===== src/rtl/rv_ctrl_pkg.sv =====
// Shared constants for the multi-cycle RV32I control path: opcodes, FSM
// state encodings and the mux-select codes driven onto the datapath.
package rv_ctrl_pkg;

   localparam logic [6:0] OP_LW  = 7'b0000011;
   localparam logic [6:0] OP_SW  = 7'b0100011;
   localparam logic [6:0] OP_R   = 7'b0110011;
   localparam logic [6:0] OP_I   = 7'b0010011;
   localparam logic [6:0] OP_JAL = 7'b1101111;
   localparam logic [6:0] OP_BEQ = 7'b1100011;

   typedef enum logic [3:0] {
      S_FETCH    = 4'd0,
      S_DECODE   = 4'd1,
      S_MEMADR   = 4'd2,
      S_MEMREAD  = 4'd3,
      S_MEMWB    = 4'd4,
      S_MEMWRITE = 4'd5,
      S_EXECUTER = 4'd6,
      S_ALUWB    = 4'd7,
      S_EXECUTEI = 4'd8,
      S_JAL      = 4'd9,
      S_BEQ      = 4'd10
   } state_t;

   localparam logic [1:0] RES_ALUOUT = 2'b00;
   localparam logic [1:0] RES_DATA   = 2'b01;
   localparam logic [1:0] RES_ALU    = 2'b10;

   localparam logic [1:0] SRCA_PC    = 2'b00;
   localparam logic [1:0] SRCA_OLDPC = 2'b01;
   localparam logic [1:0] SRCA_RS1   = 2'b10;

   localparam logic [1:0] SRCB_RS2   = 2'b00;
   localparam logic [1:0] SRCB_IMM   = 2'b01;
   localparam logic [1:0] SRCB_FOUR  = 2'b10;

   localparam logic [1:0] ALUOP_ADD   = 2'b00;
   localparam logic [1:0] ALUOP_SUB   = 2'b01;
   localparam logic [1:0] ALUOP_FUNCT = 2'b10;

endpackage


===== src/rtl/ctrl_next_state.sv =====
// Combinational next-state function of the multi-cycle control FSM.
// mem_ready arrives already qualified by the wait-enable setting.
module ctrl_next_state
   import rv_ctrl_pkg::*;
(
   input  state_t     state,
   input  logic [6:0] op,
   input  logic       mem_ready,
   output state_t     next
);

   always_comb begin
      next = S_FETCH;
      case (state)
         S_FETCH:    next = mem_ready ? S_DECODE : S_FETCH;
         S_DECODE: begin
            // Unknown opcodes fall back to FETCH so they behave as a NOP.
            if (op == OP_LW || op == OP_SW) next = S_MEMADR;
            else if (op == OP_R)            next = S_EXECUTER;
            else if (op == OP_I)            next = S_EXECUTEI;
            else if (op == OP_JAL)          next = S_JAL;
            else if (op == OP_BEQ)          next = S_BEQ;
            else                            next = S_FETCH;
         end
         S_MEMADR: begin
            if (op == OP_LW)      next = S_MEMREAD;
            else if (op == OP_SW) next = S_MEMWRITE;
            else                  next = S_FETCH;
         end
         S_MEMREAD:  next = mem_ready ? S_MEMWB : S_MEMREAD;
         S_MEMWB:    next = S_FETCH;
         S_MEMWRITE: next = mem_ready ? S_FETCH : S_MEMWRITE;
         S_EXECUTER: next = S_ALUWB;
         S_EXECUTEI: next = S_ALUWB;
         S_ALUWB:    next = S_FETCH;
         S_JAL:      next = S_ALUWB;
         S_BEQ:      next = S_FETCH;
         default:    next = S_FETCH;
      endcase
   end

endmodule


===== src/rtl/multicycle_ctrl_fsm.sv =====
// Main control FSM of the multi-cycle RV32I core: state register plus Moore
// output decode, with branch resolution and memory wait-state handshaking.
module multicycle_ctrl_fsm
   import rv_ctrl_pkg::*;
#(
   parameter int WAIT_EN = 1
) (
   input  logic       clk,
   input  logic       reset,
   input  logic [6:0] op,
   input  logic       zero,
   input  logic       mem_ready,
   output logic       pc_write,
   output logic       adr_src,
   output logic       mem_write,
   output logic       ir_write,
   output logic [1:0] result_src,
   output logic [1:0] alu_src_a,
   output logic [1:0] alu_src_b,
   output logic [1:0] alu_op,
   output logic       reg_write,
   output logic [3:0] state_o
);

   state_t state;
   state_t next;
   state_t dec_state;
   logic   ready;
   logic   pc_update;
   logic   branch;

   assign ready = (WAIT_EN != 0) ? mem_ready : 1'b1;

   ctrl_next_state u_next (
      .state     (state),
      .op        (op),
      .mem_ready (ready),
      .next      (next)
   );

   always_ff @(posedge clk) begin
      if (reset) state <= S_FETCH;
      else       state <= next;
   end

   // Outputs look like FETCH while reset is held, so nothing is strobed mid-instruction.
   assign dec_state = reset ? S_FETCH : state;

   always_comb begin
      pc_update  = 1'b0;
      branch     = 1'b0;
      adr_src    = 1'b0;
      mem_write  = 1'b0;
      ir_write   = 1'b0;
      result_src = RES_ALUOUT;
      alu_src_a  = SRCA_PC;
      alu_src_b  = SRCB_RS2;
      alu_op     = ALUOP_ADD;
      reg_write  = 1'b0;
      case (dec_state)
         S_FETCH: begin
            alu_src_a  = SRCA_PC;
            alu_src_b  = SRCB_FOUR;
            alu_op     = ALUOP_ADD;
            result_src = RES_ALU;
            ir_write   = ready;
            pc_update  = ready;
         end
         S_DECODE: begin
            alu_src_a = SRCA_OLDPC;
            alu_src_b = SRCB_IMM;
            alu_op    = ALUOP_ADD;
         end
         S_MEMADR: begin
            alu_src_a = SRCA_RS1;
            alu_src_b = SRCB_IMM;
            alu_op    = ALUOP_ADD;
         end
         S_MEMREAD: begin
            adr_src    = 1'b1;
            result_src = RES_ALUOUT;
         end
         S_MEMWB: begin
            result_src = RES_DATA;
            reg_write  = 1'b1;
         end
         S_MEMWRITE: begin
            adr_src    = 1'b1;
            result_src = RES_ALUOUT;
            mem_write  = 1'b1;
         end
         S_EXECUTER: begin
            alu_src_a = SRCA_RS1;
            alu_src_b = SRCB_RS2;
            alu_op    = ALUOP_FUNCT;
         end
         S_EXECUTEI: begin
            alu_src_a = SRCA_RS1;
            alu_src_b = SRCB_IMM;
            alu_op    = ALUOP_FUNCT;
         end
         S_ALUWB: begin
            result_src = RES_ALUOUT;
            reg_write  = 1'b1;
         end
         S_JAL: begin
            alu_src_a  = SRCA_OLDPC;
            alu_src_b  = SRCB_FOUR;
            alu_op     = ALUOP_ADD;
            result_src = RES_ALUOUT;
            pc_update  = 1'b1;
         end
         S_BEQ: begin
            alu_src_a  = SRCA_RS1;
            alu_src_b  = SRCB_RS2;
            alu_op     = ALUOP_SUB;
            result_src = RES_ALUOUT;
            branch     = 1'b1;
         end
         default: begin
            pc_update = 1'b0;
         end
      endcase
   end

   assign pc_write = pc_update | (branch & zero);
   assign state_o  = state;

endmodule

===== config.mk =====
export PLATFORM = sky130hd
export DESIGN_NAME = multicycle_ctrl_fsm
export DESIGN_NICKNAME = d
export VERILOG_FILES = /design/src/rtl/rv_ctrl_pkg.sv /design/src/rtl/ctrl_next_state.sv /design/src/rtl/multicycle_ctrl_fsm.sv
export SDC_FILE = /design/constraint.sdc
export NUM_CORES = 1
export LEC_CHECK = 0
export BUFFER_PORTS_ARGS = -buffer_cell sky130_fd_sc_hd__clkbuf_2
export CORE_AREA = 3 3 40 42
export DETAILED_ROUTE_END_ITERATION = 7
export DIE_AREA = 0 0 43 45
export PLACE_DENSITY_LB_ADDON = 0.3
export SLEW_MARGIN = 5
export SYNTH_ARGS = -nofsm -noshare
export SYNTH_HDL_FRONTEND = slang
export SYNTH_SLANG_ARGS = --single-unit

===== constraint.sdc =====
create_clock -name clk -period 1.53 [get_ports clk]
set_input_delay 0.0765 -clock clk [delete_from_list [all_inputs] [get_ports clk]]
set_output_delay 0.0765 -clock clk [all_outputs]
set_load 0.02 [all_outputs]

======== After elaboration in Yosys (flattened, before gate mapping) ========
Cells that the tools add are included.
operators by class
  eq/ne operators ......................... 23
  mux-type cells .......................... 22
  bitwise operators ....................... 2
  reductions and logical operators ........ 11
operators by type and width
  kind                                            number
  two-way mux 4 bit                               7
  == test 4 x 3 -> 1 bit (second input constant)  6
  one-hot mux 4 bit (6 select lines)              1
  == test 4 bit (second input constant)           5
  == test 4 x 2 -> 1 bit (second input constant)  4
  one-hot mux 2 bit (2 select lines)              4
  == test 7 x 6 -> 1 bit (second input constant)  2
  == test 7 bit (second input constant)           2
  OR reduction 2 bit                              5
  two-way mux 3 bit                               3
  == test 4 x 1 -> 1 bit (second input constant)  2
  zero test 4 bit                                 2
  == test 7 x 2 -> 1 bit (second input constant)  1
  == test 7 x 5 -> 1 bit (second input constant)  1
  two-way mux 1 bit                               6
  OR reduction 3 bit                              2
  OR reduction 4 bit                              1
  one-hot mux 1 bit (2 select lines)              1
  AND 1 bit                                       1
  logical OR 1 bit                                1
  OR 1 bit                                        1
storage, ports and cells
  register bits after elaboration ......... 4
  bits of input ports ..................... 11
  output and inout bits ................... 17
  word-level logic and storage cells ...... 59

======== Logic depth before layout (Yosys ltp) ========
Gate-level depths: netlist (run 1).
  word-level depth ........................ 7
  gate-level depth with buffers ........... 5
  mapped depth without buffers ............ 4

======== Cells and area by module ========
A second synthesis (run 1) with hierarchy kept.
unflattened totals
  cells, all modules ...................... 76
  area total of the unflattened synthesis .. 568.0 um2
modules (own cells, without submodules)
  module               times used  cells each  area an instance (um2)  sequential area each (um2)
  multicycle_ctrl_fsm  1           42          357.8                   80.1
  ctrl_next_state      1           34          210.2                   0.0

======== Worst setup path after synthesis (run 1) ========
Ideal clock, no wire load.
  path type ............................... reg2out
  start point ............................. register state[3] (netlist: state_o[3])
  end point ............................... output alu_src_a[1]
  arrival time ............................ 1989 ps
  required time ........................... 1453 ps
  setup slack ............................. -536 ps
  stages on the path, launching flop included .. 5
  buffers on the path ..................... 2
  cell sequence ........................... dfxtp_1 buf_6 clkbuf_1 nor2_1 a2111oi_0
on the way
  cells in the longest elaborated chain, start to end .. 4
  elaborated cells between the ends (all ways) .. 10
  classes of those cells .................. eq/ne (6); mux (2); reduce/logical (2)
RTL lines
  what                                                                line                       text
  start, declared                                                     multicycle_ctrl_fsm.sv:25  state_t state;
  start signal, assigned                                              multicycle_ctrl_fsm.sv:43  else state <= next;
  two-way mux 4 bit (*)                                               multicycle_ctrl_fsm.sv:47  assign dec_state = reset ? S_FETCH : state;
  == test 4 bit, or another cell as far along                         multicycle_ctrl_fsm.sv:60  case (dec_state)
  OR reduction 4 bit (no line) or OR reduction 2 bit (tied branches)  -
  one-hot mux 2 bit (2 select lines) (*)                              multicycle_ctrl_fsm.sv:60
  end, declared                                                       multicycle_ctrl_fsm.sv:18  output logic [1:0] alu_src_a,
Mark *: on every way between the ends. The rest lies on a longest branch, timed or not.

======== Worst setup path after layout (run 1) ========
  start point ............................. register state[2] (netlist: state_o[2])
  end point ............................... output pc_write
on the way
  cells in the longest elaborated chain, start to end .. 5
  elaborated cells between the ends (all ways) .. 8
  classes of those cells .................. eq/ne (2); mux (3); bitwise (2); reduce/logical (1)
RTL lines
  what                   line                        text
  two-way mux 4 bit (*)  multicycle_ctrl_fsm.sv:47
  == test 4 bit          multicycle_ctrl_fsm.sv:60
  two-way mux 1 bit      multicycle_ctrl_fsm.sv:60
  AND 1 bit              multicycle_ctrl_fsm.sv:126  assign pc_write = pc_update | (branch & zero);
  OR 1 bit (*)           multicycle_ctrl_fsm.sv:126
  end, declared          multicycle_ctrl_fsm.sv:13   output logic pc_write,
Marked as above.

==> results.sh, run 1 <==
export IMPL_drc_errors=0
export IMPL_cts_setup_buffers=0
export IMPL_instances_no_fill=124
export IMPL_yosysTopAreaCellShare_pct=15.1
export IMPL_setup_worst_path_start_class="flop"
export IMPL_hold_viol_final=0
export IMPL_met2_usage_pct=32.3
export IMPL_cts_tree="yes"
export IMPL_p_leak_nw=0.345
export IMPL_antenna_cells=0
export IMPL_global_route_overflow_total=0
export IMPL_max_freq_mhz=689
export IMPL_setup_viol=0
export IMPL_dp_cells=121
export IMPL_core_area_mm2=0.00128
export IMPL_period_share_pct=94.9
export IMPL_drt_first_iter_violations=12
export IMPL_ant_nets=0
export IMPL_cts_sinks=4
export IMPL_worstSetupPathType="reg -> out"
export IMPL_ys_flop_type="dfxtp_1"
export IMPL_drv_cap=0
export IMPL_wl_per_cell_um=12.3
export IMPL_synth_largest_area_cell="dfxtp_1"
export IMPL_vias=654
export IMPL_die_area_mm2=0.00194
export IMPL_first_global_vias=616
export IMPL_syn_area_um2=529
export IMPL_drive_gt1_share_pct=40.4
export IMPL_synthDistinctLibCells=37
export IMPL_area_delta_synth_final_pct=41.4
export IMPL_syn_nets=89
export IMPL_rr_startpoint="state_o[2]"
export IMPL_clk_pin_slew_worst_paths_ns=0.03
export IMPL_finClkSkew_ns=0.00472
export IMPL_top_usage_layer="met2"
export IMPL_synth_area_top_cells="dfxtp_1 15%, a21oi_1 6.6%, nor2_1 6.4%"
export IMPL_netlist_instances=78
export IMPL_cp_arrival_ns=1.38
export IMPL_critPathCapture="pc_write"
export IMPL_grt_pass1_wl_um=2640
export IMPL_r2r_cells=4
export IMPL_hp_start="op[5]"
export IMPL_start_util_pct=41.2
export IMPL_portBuffers=27
export IMPL_postSynthAreaPerCell_um2=6.79
export IMPL_synth_most_common_cell="nor2_1"
export IMPL_dr_pass1_iters=4
export IMPL_antenna_found_initial=0
export IMPL_critPathCaptureType="primary output"
export IMPL_maxSlewHeadroom_pct=82.7
export IMPL_rsz0062_at_grt="false"
export IMPL_wl_um=1530
export IMPL_final_max_slew_viol_count=0
export IMPL_fin_nets=122
export IMPL_cts_buffers=3
export IMPL_p_total_mw=0.338
export IMPL_cts_hold_buf=0
export IMPL_crit_path_max_fanout=4
export IMPL_crit_required_ns=1.45
export IMPL_hold_path_class="in -> reg"
export IMPL_viasPerCell=5.27
export IMPL_largest_reg_flops=4
export IMPL_grt_util_met1_pct=21.4
export IMPL_yosys_top_cells_count="9 x nor2_1, 7 x a21oi_1, 5 x nand2_1, 5 x nand2b_1, 5 x nor3_1"
export IMPL_async_flop_share_pct=0
export IMPL_gp_congestion=0.815
export IMPL_min_period_ns=1.45
export IMPL_root_buffer="clkbuf_4"
export IMPL_cts_htree_levels=1
export IMPL_ys_seq_elements=4
export IMPL_grt_max_degree=15
export IMPL_setup_tns_ns=0
export IMPL_reg2reg_slack_ns=0.17
export IMPL_outcome="finished, final reports clean"
export IMPL_clock_path_buffers=2
export IMPL_place_hpwl_um=1240
export IMPL_critPathLaunch="state_o[2]"
export IMPL_fp_dieW_um=43
export IMPL_clkLatencyLatePin_ns=0.24
export IMPL_globalRouteMet3Util_pct=1.20
export IMPL_fp_dieH_um=45
export IMPL_rows=13
export IMPL_ios=28
export IMPL_peakVddDrop_uv=290
export IMPL_seq_area_frac_synth_pct=15.1
export IMPL_worst_slew_pin_slew_ns=0.259
export IMPL_power_density_mw_per_mm2=452
export IMPL_r2r_end="state_o[1]"
export IMPL_grt_usage_pct=17.5
export IMPL_ys_warn_count=0
export IMPL_synth_edf_count=0
==> worst min path at each step <==
stage                     cells after the start         end
after floorplan                               2  state_o[2]
after global placement                        3  state_o[2]
after detailed placement                      3  state_o[2]
after CTS                                     3  state_o[2]
after global routing                          3  state_o[3]
final                                         3  state_o[2]
==> cell families after synthesis <==
logic type               share of synthesized area [%]
AND/OR/NAND/NOR                                   40.7
AO/OA/AOI/OAI                                     29.1
buffers and inverters                             8.04
flip-flops                                        15.1
XOR/XNOR                                          3.31
multiplexers                                      1.89
adder cells (fa/ha/maj)                           1.89
==> routing by layer <==
layer | up-vias | routed length, µm
met4 | 0 | 19
li1 | 350 | -
met3 | 2 | 62
met2 | 19 | 758
met1 | 283 | 688
met5 | - | 0
==> critical path, stage by stage (launching register included) <==
cell      delay [ns]
dfxtp_1         0.38
nor2_2          0.08
a21o_1          0.17
and2_2          0.19
o21bai_2        0.18
clkbuf_2        0.15
==> power by group <==
group          leakage, nW  switching [mW]  internal [mW]
logic                0.298          0.0556         0.0432
registers           0.0336         0.00243          0.105
clock network       0.0138          0.0439         0.0877
==> cell type report <==
class                   count  area, µm²
inverters                   3       11.3
flip-flops and latches      4       85.1
multi-input cells          65        423
fillers                   121        537
clock buffers               3       22.5
well taps                  15       18.8
repair buffers             34        188
==> stage by stage <==
step	setup WS [ns]	hold WS, ns	instance area [µm²]	utilization [%]
6_report	0.0777	0.135	748	58.2
5_1_grt	0.00989	0.174	748	58.2
4_1_cts	0.0170	0.131	739	57.5
3_5_place_dp	0.177	0.382	717	55.8
3_3_place_gp	0.201	0.379	717	55.8
2_1_floorplan	-0.0447	0.227	544	-
==> layout by cell type, fill, tap and decap left out, types with 2 or more instances in the layout <==
cell	synthesis	final
buf_2	1	2
inv_1	3	3
dfxtp_1	4	2
clkbuf_4	0	3
nand2_1	5	5
a22oi_1	2	2
o21bai_1	3	2
nor3_1	5	5
nand2b_1	5	5
a21o_1	2	2
nor2_2	0	2
buf_4	0	7
a21oi_1	7	7
a31oi_1	2	2
nor2_1	9	7
nor3b_1	2	2
o21ai_0	2	2
clkbuf_2	0	25
==> what timing repair did <==
item | 4_1_cts | 5_1_grt
endpoints found under the hold margin | 0 | 0
resized for setup | 0 | 6
endpoints found under the setup margin | 0 | 2
No activity file was read; power rests on OpenSTA's default activity.
==> run 2: changes to the inputs <==
--- a/config.mk
+++ b/config.mk
@@ -6,9 +6,9 @@
 export NUM_CORES = 1
 export LEC_CHECK = 0
 export BUFFER_PORTS_ARGS = -buffer_cell sky130_fd_sc_hd__clkbuf_2
-export CORE_AREA = 3 3 40 42
+export CORE_MARGIN = 3
+export CORE_UTILIZATION = 39
 export DETAILED_ROUTE_END_ITERATION = 7
-export DIE_AREA = 0 0 43 45
 export PLACE_DENSITY_LB_ADDON = 0.3
 export SLEW_MARGIN = 5
 export SYNTH_ARGS = -nofsm -noshare
==> constraint.sdc (replaced) <==
create_clock -name clk -period 1.3 [get_ports clk]
set_input_delay 0.065 -clock clk [delete_from_list [all_inputs] [get_ports clk]]
set_output_delay 0.065 -clock clk [all_outputs]
set_load 0.02 [all_outputs]
==> run 2 against run 1 <==
Compared with the run above: the flow now stops in global routing; synthesized cell count unchanged; area after synthesis unchanged.
==> results.sh, run 2 <==
export IMPL_outcome="aborted with a tool error"
export IMPL_lastStage="global routing"
export IMPL_tool_error="[ERROR DPL-0038] Utilization greater than 100%, impossible to legalize"
export IMPL_ys_warn_count=0
export IMPL_syn_area_um2=529
export IMPL_synth_most_common_cell="nor2_1"
export IMPL_rows=12
export IMPL_synthDistinctLibCells=37
export IMPL_fp_dieW_um=42.8
export IMPL_cts_sinks=4
export IMPL_cts_buffers=3
export IMPL_portBuffers=27
export IMPL_synth_area_top_cells="dfxtp_1 15%, a21oi_1 6.6%, nor2_1 6.4%"
export IMPL_async_flop_share_pct=0
export IMPL_ys_flop_type="dfxtp_1"
export IMPL_gp_congestion=0.841
export IMPL_place_area_um2=813
export IMPL_ios=28
export IMPL_grt_worst_endpoint="alu_op[1]"
export IMPL_postSynthAreaPerCell_um2=6.79
export IMPL_synth_edf_count=0
export IMPL_ys_seq_elements=4
export IMPL_synth_largest_area_cell="dfxtp_1"
export IMPL_cts_htree_levels=1
export IMPL_worst_ep_kind="output port"
export IMPL_yosys_top_cells_count="9 x nor2_1, 7 x a21oi_1, 5 x nand2_1, 5 x nand2b_1, 5 x nor3_1"
export IMPL_fp_dieH_um=42.8
export IMPL_place_hpwl_um=1360
export IMPL_yosysTopAreaCellShare_pct=15.1
export IMPL_grt_max_degree=10
export IMPL_netlist_instances=78
export IMPL_dp_cells=126
export IMPL_seq_area_frac_synth_pct=15.1
export IMPL_root_buffer="clkbuf_4"
export IMPL_start_util_pct=44.6
export IMPL_syn_nets=89
export IMPL_clock_path_buffers=2
[run 2: cell counts after synthesis]
No cell type changed its count.
[run 2: cell families after synthesis]
logic type | synth area share (%)
and+or+nand+nor | 40.7
DFF | 15.1
buffers and inverters | 8.04
adders and majority gates | 1.89
muxes | 1.89
xor gates and xnor gates | 3.31
AOI/OAI and AO/OA | 29.1
[run 2: stage by stage]
stage | setup slack (ns) | hold WS [ns]
CTS | -0.123 | 0.126
detailed placement | -0.0905 | 0.357
global placement | -0.0116 | 0.350
floorplan | -0.171 | 0.207
[run 2: timing repair]
| action | CTS |
|---|---|
| hold buffers | 0 |
| endpoints found under the setup margin | 14 |
| pin swaps | 14 |
| gates cloned | 1 |
| buffers inserted | 9 |
| resized for setup | 33 |
==> run 3: changes to the inputs <==
--- a/config.mk
+++ b/config.mk
@@ -6,10 +6,10 @@
 export NUM_CORES = 1
 export LEC_CHECK = 0
 export BUFFER_PORTS_ARGS = -buffer_cell sky130_fd_sc_hd__clkbuf_2
-export CORE_MARGIN = 3
-export CORE_UTILIZATION = 39
+export CORE_AREA = 3 3 64 66
 export DETAILED_ROUTE_END_ITERATION = 7
-export PLACE_DENSITY_LB_ADDON = 0.3
+export DIE_AREA = 0 0 67 69
+export PLACE_DENSITY_LB_ADDON = 0.15
 export SLEW_MARGIN = 5
 export SYNTH_ARGS = -nofsm -noshare
 export SYNTH_HDL_FRONTEND = slang
==> constraint.sdc (replaced) <==
create_clock -name clk -period 1.7 [get_ports clk]
set_input_delay 0.085 -clock clk [delete_from_list [all_inputs] [get_ports clk]]
set_output_delay 0.085 -clock clk [all_outputs]
set_load 0.02 [all_outputs]
==> run 3 against run 2 <==
Compared with the run above: the run now ends clean.
==> results.sh, run 3 (same netlist as run 1, synthesis figures left out) <==
export IMPL_r2r_end="state_o[1]"
export IMPL_grt_pass1_wl_um=3120
export IMPL_hp_start="op[5]"
export IMPL_grt_max_degree=11
export IMPL_vias=676
export IMPL_worstSetupPathType="reg -> out"
export IMPL_rsz0062_at_grt="false"
export IMPL_min_to="state_o[2]"
export IMPL_setup_slack_ns=0.0973
export IMPL_ios=28
export IMPL_wl_um=1900
export IMPL_cts_htree_levels=1
export IMPL_antenna_found_initial=0
export IMPL_viasPerCell=4.31
export IMPL_pre_cts_ws_ns=0.221
export IMPL_global_route_overflow_total=0
export IMPL_cts_sinks=4
export IMPL_outcome="finished, final reports clean"
export IMPL_hold_path_class="in -> reg"
export IMPL_start_util_pct=14.6
export IMPL_die_area_mm2=0.00462
export IMPL_largest_reg_flops=4
export IMPL_rr_startpoint="state_o[2]"
export IMPL_cts_repair_resized=0
export IMPL_antenna_cells=0
export IMPL_wl_per_cell_um=12.1
export IMPL_clk_pin_slew_worst_paths_ns=0.03
export IMPL_setup_tns_ns=0
export IMPL_fp_dieW_um=67
export IMPL_reg2reg_slack_ns=0.21
export IMPL_ant_nets=0
export IMPL_final_cell_mix="27 x clkbuf_2, 9 x nor2_1, 7 x a21oi_1, 7 x buf_4"
export IMPL_slowest_stage="dfxtp_1"
export IMPL_min_period_ns=1.60
export IMPL_drt_first_iter_violations=50
export IMPL_p_leak_nw=0.345
export IMPL_critPathLaunch="state_o[1]"
export IMPL_place_hpwl_um=1560
export IMPL_setup_worst_path_start_class="flop"
export IMPL_drive_gt1_share_pct=34.9
export IMPL_critical_path_max_stage_delay_ns=0.49
export IMPL_worstHoldPathCells=3
export IMPL_final_max_slew_viol_count=0
export IMPL_fin_nets=122
export IMPL_drc_errors=0
export IMPL_gp_congestion=0.793
export IMPL_clock_path_buffers=2
export IMPL_cts_buffers=3
export IMPL_max_freq_mhz=624
export IMPL_hold_viol_final=0
export IMPL_crit_required_ns=1.62
export IMPL_rows=22
export IMPL_setup_viol=0
export IMPL_grt_usage_pct=8.82
export IMPL_p_total_mw=0.391
export IMPL_peakVddDrop_uv=110
export IMPL_worst_slew_pin_slew_ns=0.309
export IMPL_r2r_cells=4
export IMPL_cts_tree="yes"
export IMPL_portBuffers=27
export IMPL_dr_pass1_iters=4
export IMPL_core_area_mm2=0.00363
export IMPL_maxSlewHeadroom_pct=79.4
export IMPL_drv_cap=0
export IMPL_cts_hold_buf=0
export IMPL_crit_path_max_fanout=10
export IMPL_fp_dieH_um=69
export IMPL_finClkSkew_ns=0.00261
export IMPL_critPathCaptureType="primary output"
export IMPL_cp_arrival_ns=1.52
export IMPL_first_global_vias=641
export IMPL_area_delta_synth_final_pct=49.9
export IMPL_final_common_cell="clkbuf_2"
export IMPL_power_density_mw_per_mm2=493
export IMPL_clkLatencyLatePin_ns=0.22
export IMPL_root_buffer="clkbuf_8"
export IMPL_cp_cell_sequence="nor2_1, a21o_1, and2_1, o21bai_1, clkbuf_2"
export IMPL_period_share_pct=94.3
export IMPL_cts_setup_buffers=0
[run 3: worst max-delay path, delay by kind of cell (launching register included)]
| kind | cells | cell delay [ns] |
|---|---|---|
| DFF | 1 | 0.49 |
| AOI/OAI and AO/OA | 2 | 0.34 |
| and+or+nand+nor | 2 | 0.31 |
| buffers and inverters | 1 | 0.15 |
[run 3: final cells by class]
type	count	area, µm²
well taps	48	60.1
flip-flops and latches	4	80.1
fillers	428	2840
repair buffers	34	188
inverters	3	11.3
multi-input cells	65	413
clock buffers	3	41.3
[run 3: where the power goes]
part	switching, mW	internal [mW]	total (mW)
Sequential	0.00384	0.0962	0.100
Clock	0.0520	0.151	0.203
Combinational	0.0507	0.0374	0.0881
[run 3: worst max path at each step]
stage                 end  slack, ns
2_1_floorplan    pc_write       0.08
3_3_place_gp   state_o[1]       0.26
3_5_place_dp   state_o[1]       0.22
4_1_cts          pc_write       0.06
5_1_grt          pc_write      0.002
6_report         pc_write        0.1
[run 3: per-stage QoR]
step                      std cells  cell area [µm²]  utilization (%)  hold WS, ns
after floorplan                  78              536                -        0.235
after global placement          154              752             20.7        0.395
after detailed placement        154              752             20.7        0.391
after CTS                       157              793             21.8        0.159
after global routing            157              793             21.8        0.175
final                           157              793             21.8        0.172
[run 3: layer usage]
layer  wire, µm  track usage [%]  up-vias  part of all wire, %
met5          0                0        -                    0
met4         44             5.41        0                  2.3
met3        104            0.977        4                  5.5
met2        873             13.9       27                   46
met1        879             11.2      296                   46
li1           -                -      349                    -
==> run 4: changes to the inputs <==
--- a/config.mk
+++ b/config.mk
@@ -7,10 +7,12 @@
 export LEC_CHECK = 0
 export BUFFER_PORTS_ARGS = -buffer_cell sky130_fd_sc_hd__clkbuf_2
 export CORE_AREA = 3 3 64 66
+export CTS_BUF_LIST = sky130_fd_sc_hd__clkbuf_2
 export DETAILED_ROUTE_END_ITERATION = 7
 export DIE_AREA = 0 0 67 69
 export PLACE_DENSITY_LB_ADDON = 0.15
 export SLEW_MARGIN = 5
 export SYNTH_ARGS = -nofsm -noshare
 export SYNTH_HDL_FRONTEND = slang
+export SYNTH_HIERARCHICAL = 1
 export SYNTH_SLANG_ARGS = --single-unit
==> constraint.sdc (replaced) <==
create_clock -name clk -period 1.7 [get_ports clk]
set_input_delay 0.34 -clock clk [delete_from_list [all_inputs] [get_ports clk]]
set_output_delay 0.34 -clock clk [all_outputs]
set_load 0.02 [all_outputs]
==> run 4 against run 3 <==
Compared with the run above: global-route usage decreased by 0.56 points; synthesized cell count is 2.6% lower; first-iteration DRC count fell by 66%; via count is 0.15% higher; die area unchanged; setup slack got worse by 0.025 ns; critical endpoint is now alu_src_b[0]; highest routed layer is now met3.
==> results.sh, run 4 <==
export IMPL_pwr_share_clk_pct=29.8
export IMPL_crit_required_ns=1.36
export IMPL_rows=22
export IMPL_hold_viol_final=0
export IMPL_syn_area_um2=568
export IMPL_power_frac_comb_pct=36.7
export IMPL_global_route_overflow_total=0
export IMPL_reg2reg_slack_ns=0.15
export IMPL_switching_share_pct=34.8
export IMPL_vias=677
export IMPL_ys_flop_type="dfxtp_1"
export IMPL_fin_nets=128
export IMPL_start_util_pct=15.6
export IMPL_syn_nets=87
export IMPL_clock_path_buffers=2
export IMPL_cts_sinks=4
export IMPL_synthDistinctLibCells=37
export IMPL_drv_cap=0
export IMPL_hold_path_class="in -> reg"
export IMPL_r2r_cells=6
export IMPL_area_delta_synth_final_pct=57.9
export IMPL_grt_usage_pct=8.26
export IMPL_worstSetupPathType="reg -> out"
export IMPL_core_area_mm2=0.00363
export IMPL_maxSlewHeadroom_pct=78.1
export IMPL_p_leak_nw=0.421
export IMPL_critical_path_max_stage_delay_ns=0.43
export IMPL_globalRouteMet3Util_pct=3.09
export IMPL_cp_arrival_ns=1.29
export IMPL_ys_seq_elements=4
export IMPL_synth_edf_count=0
export IMPL_drc_errors=0
export IMPL_fin_util_pct=24.7
export IMPL_place_area_um2=826
export IMPL_clkLatencyLatePin_ns=0.20
export IMPL_cts_tree="yes"
export IMPL_setup_viol=0
export IMPL_root_buffer="clkbuf_2"
export IMPL_period_share_pct=95.8
export IMPL_synth_most_common_cell="nor3_1"
export IMPL_cts_buffers=3
export IMPL_critPathCaptureType="primary output"
export IMPL_ys_warn_count=6
export IMPL_first_global_vias=638
export IMPL_yosysTopAreaCellShare_pct=14.1
export IMPL_top_usage_layer="met2"
export IMPL_drt_first_iter_violations=17
export IMPL_synth_largest_area_cell="dfxtp_1"
export IMPL_finClkSkew_ns=0.00393
export IMPL_yosys_top_cells_count="8 x nor3_1, 6 x nor2_1, 5 x nand2_1"
export IMPL_p_int_mw=0.185
export IMPL_synth_area_top_cells="dfxtp_1 14%, nor3_1 7.0%, buf_6 5.9%"
export IMPL_setup_worst_path_start_class="flop"
export IMPL_ios=28
export IMPL_crit_path_max_fanout=12
export IMPL_instances_no_fill=163
export IMPL_final_cell_mix="28 x clkbuf_2, 14 x buf_4, 7 x nor3_1"
export IMPL_grt_pass1_wl_um=3010
export IMPL_gp_congestion=0.761
export IMPL_min_period_ns=1.63
export IMPL_async_flop_share_pct=0
export IMPL_place_hpwl_um=1420
export IMPL_met2_usage_pct=12.3
export IMPL_wl_per_cell_um=11.1
export IMPL_rr_startpoint="state_o[3]"
export IMPL_dp_cells=159
export IMPL_fp_dieH_um=69
export IMPL_final_common_cell="clkbuf_2"
export IMPL_clk_pin_slew_worst_paths_ns=0.05
export IMPL_die_area_mm2=0.00462
export IMPL_outcome="finished, final reports clean"
export IMPL_portBuffers=27
export IMPL_power_density_mw_per_mm2=317
export IMPL_cts_htree_levels=1
export IMPL_grt_max_degree=14
export IMPL_grt_util_met1_pct=11.1
export IMPL_postSynthAreaPerCell_um2=7.47
export IMPL_net_switching_power_mw=0.0989
export IMPL_antenna_cells=0
export IMPL_netlist_instances=76
export IMPL_stdcell_area_um2=897
export IMPL_largest_reg_flops=4
export IMPL_wl_um=1810
export IMPL_seq_power_share_pct=33.6
export IMPL_worstHoldPathCells=2
export IMPL_seq_area_frac_synth_pct=14.1
export IMPL_hp_start="reset"
export IMPL_slowest_stage="dfxtp_4"
export IMPL_fp_dieW_um=67
export IMPL_rsz0062_at_grt="true"
export IMPL_final_max_slew_viol_count=0
export IMPL_dr_pass1_iters=4
export IMPL_worst_slew_pin_slew_ns=0.325
export IMPL_p_total_mw=0.284
export IMPL_antenna_found_initial=0
export IMPL_cp_cell_sequence="xor2_1, o21ai_0, nor3_1, buf_2"
export IMPL_viasPerCell=4.15
export IMPL_ant_nets=0
export IMPL_drive_gt1_share_pct=50.4
export IMPL_peakVddDrop_uv=99.2
export IMPL_max_freq_mhz=614
export IMPL_r2r_end="state_o[2]"
export IMPL_min_to="state_o[0]"
==> run 4: layer usage <==
metal | up-vias | wire length, µm | part of all wire [%]
li1 | 358 | - | -
met1 | 298 | 871 | 48
met2 | 21 | 812 | 45
met3 | 0 | 123 | 6.8
met4 | 0 | 0 | 0
met5 | - | 0 | 0
==> run 4: kinds of logic (layout without fill, tap and decap cells) <==
logic type / Yosys count / count (layout) / synth area share (%)
xor+xnor: 4 / 4 / 6.17
mux: 1 / 1 / 1.76
compound gates: 16 / 16 / 21.8
simple gates: 45 / 45 / 47.4
buf+inv: 6 / 45 / 8.81
flops: 4 / 4 / 14.1
==> run 4: per-stage QoR <==
step                setup slack, ns  TNS, ns  hold slack [ns]
detailed placement           0.0522        0            0.646
global route                -0.0453  -0.0453            0.409
global placement             0.0350        0            0.643
finish                       0.0718        0            0.419
CTS                          0.0170        0            0.412
floorplan                    0.0158        0            0.607
==> run 4: worst max-delay path by stage <==
stage | startpoint | end | slack (ns) | depth (start not counted)
after floorplan | state_o[3] | mem_write | 0.02 | 4
after global placement | state_o[3] | state_o[1] | 0.04 | 4
after detailed placement | state_o[1] | state_o[1] | 0.05 | 5
after CTS | state_o[3] | pc_write | 0.02 | 4
after global routing | state_o[1] | alu_src_b[0] | -0.05 | 4
final | state_o[1] | alu_src_b[0] | 0.07 | 4
==> run 4: power by group through the flow <==
stage,Combinational [mW],Sequential (mW),Clock [mW]
after floorplan,0.0548,0.103,0
after global placement,0.0974,0.102,0
after detailed placement,0.0973,0.102,0
after CTS,0.0987,0.101,0.0899
after global routing,0.116,0.0955,0.0968
final,0.104,0.0954,0.0847
==> run 4: timing repair <==
action | CTS | global route
setup buffers | 0 | 1
setup endpoints to repair | 9 | 8
pin swaps | 0 | 3
hold buffers | 0 | 0
gates resized for setup | 5 | 11
gates cloned | 0 | 0
==> run 4: area by class of cell <==
type	count	area (µm²)
Timing Repair Buffer	41	248
Clock buffer	3	15.0
Tap cell	48	60.1
Multi-Input combinational cell	66	475
Sequential cell	4	95.1
Inverter	1	3.75
Fill cell	430	2740
==> run 4: critical path: cells and delay by family, from the launching register on <==
family,cells,cell delay [ns]
simple gates,1,0.16
buf+inv,1,0.19
flops,1,0.43
compound gates,1,0.10
xor+xnor,1,0.20
